File: config.mk
export PLATFORM = sky130hd
export DESIGN_NAME = alarm_controller_mc
export DESIGN_NICKNAME = d
export VERILOG_FILES = /design/src/rtl/alarm_controller_mc.sv
export SDC_FILE = /design/constraint.sdc
export NUM_CORES = 1
export LEC_CHECK = 0
export BUFFER_PORTS_ARGS = -buffer_cell sky130_fd_sc_hd__buf_4
export CAP_MARGIN = 20
export CORE_ASPECT_RATIO = 1.2
export CORE_MARGIN = 4
export CORE_UTILIZATION = 35
export CTS_BUF_LIST = sky130_fd_sc_hd__clkbuf_2
export DETAILED_ROUTE_END_ITERATION = 12
export PLACE_DENSITY_LB_ADDON = 0.3
export SLEW_MARGIN = 25
export SYNTH_ARGS = -nofsm -noshare
export SYNTH_HDL_FRONTEND = slang
export SYNTH_SLANG_ARGS = --single-unit
File: constraint.sdc
create_clock -name CLK -period 4.1 [get_ports CLK]
set_input_delay 0 -clock CLK [delete_from_list [all_inputs] [get_ports CLK]]
set_output_delay 0 -clock CLK [all_outputs]
set_load 0.01 [all_outputs]
File: src/rtl/alarm_controller_mc.sv
// alarm_controller_mc: NUM_CH debounced distance trips driving an
// arm / exit-delay / armed / alarm FSM and a distance-pitched tone.
// In : CLK, RST (sync, active high), Distance, Dist_Valid, Threshold,
//      Arm, Disarm.
// Out: Sound, Alarm_Active, Trip_Ch, State.
// Macro AUTO_REARM_EN: ALARM returns to ARMED after REARM_TIMEOUT quiet cycles.
module alarm_controller_mc #(
  parameter int NUM_CH        = 2,
  parameter int DIST_W        = 8,
  parameter int DEBOUNCE      = 4,
  parameter int ARM_DELAY     = 1000,
  parameter int TONE_HALF_MIN = 16,
  parameter int REARM_TIMEOUT = 5000
) (
  input  logic                     CLK,
  input  logic                     RST,
  input  logic [NUM_CH*DIST_W-1:0] Distance,
  input  logic [NUM_CH-1:0]        Dist_Valid,
  input  logic [DIST_W-1:0]        Threshold,
  input  logic                     Arm,
  input  logic                     Disarm,
  output logic                     Sound,
  output logic                     Alarm_Active,
  output logic [NUM_CH-1:0]        Trip_Ch,
  output logic [1:0]               State
);

  localparam int CW = $clog2(DEBOUNCE + 1);
  localparam int AW = (ARM_DELAY > 1) ? $clog2(ARM_DELAY) : 1;
  localparam int TW = $clog2(TONE_HALF_MIN + (1 << DIST_W));
  localparam logic [CW-1:0] DB_MAX    = CW'(DEBOUNCE);
  localparam logic [AW-1:0] ARM_LAST  = AW'(ARM_DELAY - 1);
  localparam logic [TW-1:0] TONE_BASE = TW'(TONE_HALF_MIN);

  typedef enum logic [1:0] {
    DISARMED = 2'd0,
    ARMING   = 2'd1,
    ARMED    = 2'd2,
    ALARM    = 2'd3
  } state_t;

  state_t            st_q, st_d;
  logic [DIST_W-1:0] dist_q  [NUM_CH];
  logic [DIST_W-1:0] dist_d  [NUM_CH];
  logic [CW-1:0]     cnt_q   [NUM_CH];
  logic [CW-1:0]     cnt_upd [NUM_CH];
  logic [CW-1:0]     cnt_d   [NUM_CH];
  logic [NUM_CH-1:0] hit, trip_d;
  logic [AW-1:0]     dcnt_q, dcnt_d;
  logic [TW-1:0]     tcnt_q, tcnt_d, per_q, per_d;
  logic [DIST_W-1:0] dmin;
  logic              sound_d, live, arm_done, tone_end, rearm;

  assign live  = (st_q == ARMED) || (st_q == ALARM);
  assign State = st_q;

  // Sample latch and raw debounce update; hit feeds the FSM.
  always_comb begin : sample_path
    for (int i = 0; i < NUM_CH; i++) begin
      dist_d[i]  = Dist_Valid[i] ? Distance[i*DIST_W +: DIST_W] : dist_q[i];
      cnt_upd[i] = cnt_q[i];
      if (live && Dist_Valid[i]) begin
        if (Distance[i*DIST_W +: DIST_W] < Threshold)
          cnt_upd[i] = (cnt_q[i] == DB_MAX) ? cnt_q[i] : cnt_q[i] + CW'(1);
        else
          cnt_upd[i] = '0;
      end
      hit[i] = (cnt_upd[i] == DB_MAX);
    end
  end

`ifdef AUTO_REARM_EN
  localparam int QW = $clog2(REARM_TIMEOUT + 1);
  localparam logic [QW-1:0] Q_LAST = QW'(REARM_TIMEOUT - 1);

  logic [QW-1:0] qcnt_q, qcnt_d;
  logic          quiet;

  always_comb begin : quiet_path
    quiet = 1'b1;
    for (int i = 0; i < NUM_CH; i++)
      if (dist_q[i] < Threshold) quiet = 1'b0;
    rearm  = (st_q == ALARM) && quiet && (qcnt_q == Q_LAST);
    qcnt_d = '0;
    if ((st_q == ALARM) && quiet && !rearm)
      qcnt_d = qcnt_q + QW'(1);
  end

  always_ff @(posedge CLK) begin : quiet_reg
    if (RST) qcnt_q <= '0;
    else     qcnt_q <= qcnt_d;
  end
`else
  // Timeout has no meaning here; constant-false keeps the parameter referenced.
  assign rearm = (REARM_TIMEOUT < 0);
`endif

  always_ff @(posedge CLK) begin : state_reg
    if (RST) st_q <= DISARMED;
    else     st_q <= st_d;
  end

  always_comb begin : next_state
    arm_done = (dcnt_q == ARM_LAST);
    st_d     = st_q;
    if (Disarm) begin
      st_d = DISARMED;
    end else begin
      unique case (st_q)
        DISARMED: if (Arm)      st_d = ARMING;
        ARMING:   if (arm_done) st_d = ARMED;
        ARMED:    if (|hit)     st_d = ALARM;
        ALARM:    if (rearm)    st_d = ARMED;
        default:                st_d = DISARMED;
      endcase
    end
  end

  always_comb begin : outputs
    dcnt_d = ((st_q == ARMING) && !arm_done) ? dcnt_q + AW'(1) : '0;
    for (int i = 0; i < NUM_CH; i++)
      cnt_d[i] = (live && (st_d == ARMED || st_d == ALARM) && !rearm)
                 ? cnt_upd[i] : '0;
    if ((st_q == DISARMED) && (st_d == ARMING)) trip_d = '0;
    else if (live && !Disarm)                   trip_d = Trip_Ch | hit;
    else                                        trip_d = Trip_Ch;
    // Pitch follows the post-edge view so entry sees the tripping sample.
    dmin = '1;
    for (int i = 0; i < NUM_CH; i++)
      if (trip_d[i] && (dist_d[i] < dmin)) dmin = dist_d[i];
    tone_end = (tcnt_q == per_q - TW'(1));
    sound_d  = 1'b0;
    tcnt_d   = '0;
    per_d    = per_q;
    if (st_d == ALARM) begin
      if ((st_q != ALARM) || tone_end) begin
        sound_d = (st_q != ALARM) ? 1'b1 : ~Sound;
        per_d   = TONE_BASE + TW'(dmin);
      end else begin
        sound_d = Sound;
        tcnt_d  = tcnt_q + TW'(1);
      end
    end
  end

  always_ff @(posedge CLK) begin : data_reg
    if (RST) begin
      for (int i = 0; i < NUM_CH; i++) begin
        dist_q[i] <= '1;
        cnt_q[i]  <= '0;
      end
      Trip_Ch      <= '0;
      dcnt_q       <= '0;
      tcnt_q       <= '0;
      per_q        <= '0;
      Sound        <= 1'b0;
      Alarm_Active <= 1'b0;
    end else begin
      for (int i = 0; i < NUM_CH; i++) begin
        dist_q[i] <= dist_d[i];
        cnt_q[i]  <= cnt_d[i];
      end
      Trip_Ch      <= trip_d;
      dcnt_q       <= dcnt_d;
      tcnt_q       <= tcnt_d;
      per_q        <= per_d;
      Sound        <= sound_d;
      Alarm_Active <= (st_d == ALARM);
    end
  end

endmodule

==> impl_metrics.tcl, run 1 <==
set metrics [dict create \
    status "complete, no violations" \
    grt_use_total 0.1452 \
    cts_tree "yes" \
    skew_ns 0.04402 \
    min_from "Arm" \
    drc 0 \
    layout_setup_ws_ns 0.2028 \
    crit_fanout 6 \
    fp-row-count 39 \
    min_period_ns 3.897 \
    cp-start-kind "flip-flop" \
    syn_inst 389 \
    async_reset_ff_frac 0 \
    min_to "Trip_Ch[1]" \
    routabilityCongestion 0.8270 \
    num_vias 2995 \
    setup_violations 0 \
    hold_viol 0 \
    rr_startpoint "cnt_q[0][0]" \
    ys_ff_latch 56 \
    ys_top_cells_by_area "dfxtp_1, ha_1, mux2i_1" \
    ir_drop_uv 120.8 \
    cp-end-kind "flip-flop" \
    max_slew_margin 0.7066 \
    rsz0062_at_grt "true" \
    die_area_um2 11500 \
    yosysMostFrequentCell "dfxtp_1" \
    netlist.area_leader.share 0.3256 \
    pre_cts_ws_ns -0.1516 \
    r2r_cells 20 \
    core-area_um2 9564 \
    holdWs_ns 0.1552 \
    min_delay_path_depth 5 \
    synth_commonest_cells "dfxtp_1, nor2_1, ha_1" \
    drt-total-wl_um 8141 \
    powerDensity_nw_per_um2 221.3 \
    clk_pin_slew_ns 0.31 \
    io_buffers 35 \
    rr_endpoint "per_q[8]" \
    worst_slew_pin_slew_ns 0.4401 \
    fin_nets 528 \
    cts_sinks 56 \
    critPathLaunch "cnt_q[0][0]" \
    r2r_slack_ns 0.20 \
    netlist.top_cell.by_area "dfxtp_1" \
    grt_pass1_wl_um 13680 \
    synth_area_um2 3443 \
    die_x_um 98.55 \
    start_util 0.3600 \
    postRouteAntennaNets 0 \
    grt_pass1_vias 2988 \
    ys_types 54 \
    path_class "reg -> reg" \
    post_drt_via_cell_ratio 5.042 \
    ys.warnings.count 0 \
    drt_iter0_drc 95 \
    maxSlewViolCount 0 \
    syn_nets 448 \
    die_h_um 116.7 \
    crit_required_ns 4.47 \
    drt-pass1-iter-count 4 \
    cap_violations 0 \
    cts.path.max_buffers 2 \
    grt_max_degree 33 \
    fillers 944 \
    drive_above_1_share 0.1936 \
    ctsRootBufferMaster "clkbuf_2" \
    h-tree-depth 2 \
    fmax_mhz 256.6 \
    ys_seq_area_frac 0.3256 \
    synth_flop_cell "dfxtp_1" \
    p_leak_nw 1.963 \
    hold_class "in -> reg" \
    clkLatencyLatePin_ns 0.49 \
    arrival_ns 4.27 \
    grt-ovfl-total 0 \
    post_drt_wl_per_cell_um 13.71 \
    synthToLayoutAreaGrowth_pct 26.56 \
    synth_edf_count 0 \
    dp_hpwl_um 5976 \
    avgSynthCellArea_um2 8.852 \
    numCtsBuffers 5 \
    io_pins 36 \
    antenna_found_initial 0 \
    finalCritPeriodShare 0.9505 \
]
-- state kept, by name (all words and copies together), names as in the netlist --
name	flops
Alarm_Active	1
Sound	1
State	2
Trip_Ch	2
cnt_q	6
dcnt_q	10
dist_q	16
per_q	9
tcnt_q	9
-- logic make-up (layout without fill, tap and decap cells) --
family | Yosys count | in the layout | share of synthesized area
other cells | 0 | 1 | 0
mux | 24 | 24 | 0.07013
flops | 56 | 56 | 0.3256
buf+inv | 38 | 119 | 0.05050
compound gates | 62 | 62 | 0.1421
fa+ha+maj | 29 | 29 | 0.1054
simple gates | 146 | 146 | 0.2198
xor+xnor | 34 | 34 | 0.08648
-- per-stage QoR --
step                setup TNS [ns]  cell area, um2  cells  total power, mW    util
detailed placement         -0.1737            3892    549           0.7043  0.4070
global placement                 0            3892    549           0.7024  0.4070
CTS                              0            4278    589           0.9753  0.4473
finish                           0            4358    594           0.9646  0.4557
global route              -0.08067            4355    593            1.018  0.4554
floorplan                        0            3443    389           0.6498       -
-- worst max-delay path by stage --
stage | end | slack [ns] | depth (start not counted)
3_3_place_gp | per_q[8] | 0.03 | 19
4_1_cts | per_q[8] | 0.05 | 21
5_1_grt | per_q[8] | -0.08 | 20
3_5_place_dp | per_q[8] | -0.15 | 19
2_1_floorplan | per_q[8] | 0.09 | 21
6_report | per_q[8] | 0.20 | 20
-- routing by layer --
layer  track usage  wire (um)  vias to the layer above
li1              -          -                     1523
met1        0.1544       3326                     1405
met2        0.2774       4367                       58
met3       0.02748        290                        9
met4       0.06557        156                        0
met5             0          0                        -
-- critical path, stage by stage, from the launching register on --
cell	delay (ns)
dfxtp_2	0.43
inv_2	0.05
ha_4	0.15
or3b_1	0.38
a211oi_2	0.26
o211a_1	0.22
a21oi_4	0.10
a211oi_2	0.22
ha_1	0.30
nand4_1	0.13
nor2_1	0.06
or3_1	0.31
a221oi_2	0.19
o211ai_2	0.18
nor2_1	0.18
a21oi_2	0.06
ha_2	0.21
o21ai_1	0.08
mux2i_1	0.09
mux2i_1	0.12
nor2_1	0.05
-- repair_timing --
action | 4_1_cts | 5_1_grt
pin swaps | 1 | 15
setup endpoints to repair | 3 | 4
hold buffers | 30 | 0
hold endpoints to repair | 38 | 0
resized for setup | 5 | 12
buffers inserted | 2 | 4
-- power by group --
part           switching, mW  internal, mW  total (mW)
Clock                  0.191        0.0467       0.238
Combinational         0.0808        0.0844       0.165
Sequential           0.00345         0.558       0.562
Total                  0.275         0.689       0.965
-- cells in the final DEF (no fill, tap or decap), types with 8 or more instances in the layout --
cell type / n
buf_4: 55
dfxtp_1: 54
nor2_1: 52
dlygate4sd3_1: 30
ha_1: 26
inv_1: 23
mux2i_1: 23
xnor2_1: 19
nand2_1: 16
xor2_1: 15
nand2b_1: 14
a21oi_1: 13
nand3_1: 13
nor3_1: 10
a211o_1: 8
-- cell type report --
class                   count  area (um2)  area share
repair buffers             86       724.4      0.1662
diodes                      1       2.502   0.0005742
flip-flops and latches     56        1124      0.2578
multi-input cells         295        2210      0.5070
inverters                  25       93.84     0.02153
well taps                 123       153.9     0.03531
clock inverters             3       25.02    0.005742
clock buffers               5       25.02    0.005742
(Power assumes the default switching activity.)
==> run 2, diff against run 1 <==
--- a/config.mk
+++ b/config.mk
@@ -10,7 +10,7 @@
 export CORE_ASPECT_RATIO = 1.2
 export CORE_MARGIN = 4
 export CORE_UTILIZATION = 35
-export CTS_BUF_LIST = sky130_fd_sc_hd__clkbuf_2
+export CTS_BUF_LIST = sky130_fd_sc_hd__clkbuf_8
 export DETAILED_ROUTE_END_ITERATION = 12
 export PLACE_DENSITY_LB_ADDON = 0.3
 export SLEW_MARGIN = 25
==> impl_metrics.tcl, run 2 (synthesized netlist as in run 1, its figures left out) <==
set metrics [dict create \
    drc 0 \
    grtUsageMet2 0.2684 \
    crit_fanout 6 \
    holdWs_ns 0.02739 \
    fillers 948 \
    cap_violations 0 \
    routabilityCongestion 0.8270 \
    grt_pass1_wl_um 13410 \
    fmax_mhz 259.0 \
    fp-row-count 39 \
    hold_viol 0 \
    antenna_found_initial 0 \
    io_pins 36 \
    final_cells 576 \
    dp_hpwl_um 5976 \
    numCtsBuffers 5 \
    grt-ovfl-total 0 \
    cp-end-kind "flip-flop" \
    top_register "dist_q" \
    maxSlewViolCount 0 \
    ir_drop_uv 126.8 \
    post_drt_wl_per_cell_um 13.82 \
    worst_slew_pin_slew_ns 0.4380 \
    post_drt_via_cell_ratio 5.038 \
    n_antenna_cell 0 \
    die_h_um 116.7 \
    postRouteAntennaNets 0 \
    rsz0062_at_grt "true" \
    p_leak_nw 1.901 \
    largest_reg_flops 16 \
    drive_above_1_share 0.1987 \
    finalCritPeriodShare 0.9416 \
    drt_iter0_drc 100 \
    r2r_slack_ns 0.24 \
    die_x_um 98.55 \
    synthToLayoutAreaGrowth_pct 22.89 \
    ctsRootBufferMaster "clkbuf_8" \
    r2r_cells 20 \
    met1_usage 0.1547 \
    clkLatencyLatePin_ns 0.32 \
    clk_pin_slew_ns 0.11 \
    top_regs "dist_q x16, dcnt_q x10" \
    status "complete, no violations" \
    grt_util_met3 0.02688 \
    final_core_util 0.4424 \
    cts.path.max_buffers 2 \
    layout_common_cells "dfxtp_1, buf_4, nor2_1" \
    grt_use_total 0.1414 \
    core-area_um2 9564 \
    io_buffers 35 \
    drt-total-wl_um 7963 \
    rr_endpoint "per_q[8]" \
    cts_tree "yes" \
    h-tree-depth 2 \
    grt_pass1_vias 2899 \
    arrival_ns 4.06 \
    path_class "reg -> reg" \
    dpl.cell_count 549 \
    start_util 0.3600 \
    hold_class "in -> reg" \
    crit_end "per_q[8]" \
    setup_violations 0 \
    max_slew_margin 0.7080 \
    min_period_ns 3.860 \
    rr_startpoint "cnt_q[0][0]" \
    cts_sinks 56 \
    die_area_um2 11500 \
    skew_ns 0.01419 \
    crit_required_ns 4.30 \
    min_delay_path_depth 3 \
    powerDensity_nw_per_um2 243.0 \
    grt_max_degree 33 \
    cp-start-kind "flip-flop" \
    globalRoute.busiestLayer "met2" \
    critPathLaunch "cnt_q[0][0]" \
    fin_nets 511 \
    drt-pass1-iter-count 4 \
    num_vias 2902 \
]
[run 2: worst min-delay path by stage]
stage	start	end
after detailed placement	Disarm	State[0]
after global routing	Dist_Valid[0]	cnt_q[0][2]
after floorplan	Disarm	State[0]
after global placement	Disarm	State[0]
final	Distance[7]	dist_q[0][7]
after CTS	Distance[6]	dist_q[0][6]
[run 2: metal layers]
metal,up-vias,part of all wire
met4,0,0.021
li1,1484,-
met2,40,0.53
met5,-,0
met1,1368,0.42
met3,10,0.031
[run 2: cell type report]
type / count / area [um2] / share of cell area
Clock buffer: 5 / 68.82 / 0.01626
Clock inverter: 3 / 25.02 / 0.005914
Inverter: 25 / 93.84 / 0.02218
Multi-Input combinational cell: 295 / 2210 / 0.5222
Sequential cell: 56 / 1124 / 0.2655
Tap cell: 123 / 153.9 / 0.03637
Timing Repair Buffer: 69 / 556.8 / 0.1316
[run 2: critical path, cell delays in order, from the launching register on]
cell,delay [ns]
dfxtp_2,0.37
inv_2,0.05
ha_4,0.15
or3b_1,0.38
a211oi_2,0.26
o211a_1,0.22
a21oi_4,0.11
a211oi_2,0.22
ha_1,0.30
nand4_1,0.13
nor2_1,0.06
or3_1,0.31
a221oi_2,0.19
o211ai_2,0.19
nor2_1,0.18
a21oi_2,0.06
ha_2,0.22
o21ai_1,0.08
mux2i_1,0.09
mux2i_1,0.12
nor2_1,0.05
[run 2: where the power goes]
part / internal (mW) / switching [mW] / total [mW]
Clock: 0.125 / 0.196 / 0.322
Sequential: 0.555 / 0.00342 / 0.558
Combinational: 0.0714 / 0.0772 / 0.149
[run 2: timing repair]
item | CTS | global route
resized for setup | 4 | 13
pin swaps | 1 | 15
endpoints found under the setup margin | 3 | 3
endpoints found under the hold margin | 14 | 0
hold buffers | 14 | 0
setup buffers | 1 | 4
[run 2: metrics by stage]
step	TNS (ns)	power, mW	area [um2]	setup WS, ns
2_1_floorplan	0	0.6498	3443	0.08632
3_3_place_gp	0	0.7024	3892	0.02609
3_5_place_dp	-0.1737	0.7043	3892	-0.1516
4_1_cts	0	1.039	4153	0.04291
5_1_grt	-0.03973	1.084	4232	-0.03973
6_report	0	1.028	4232	0.2396
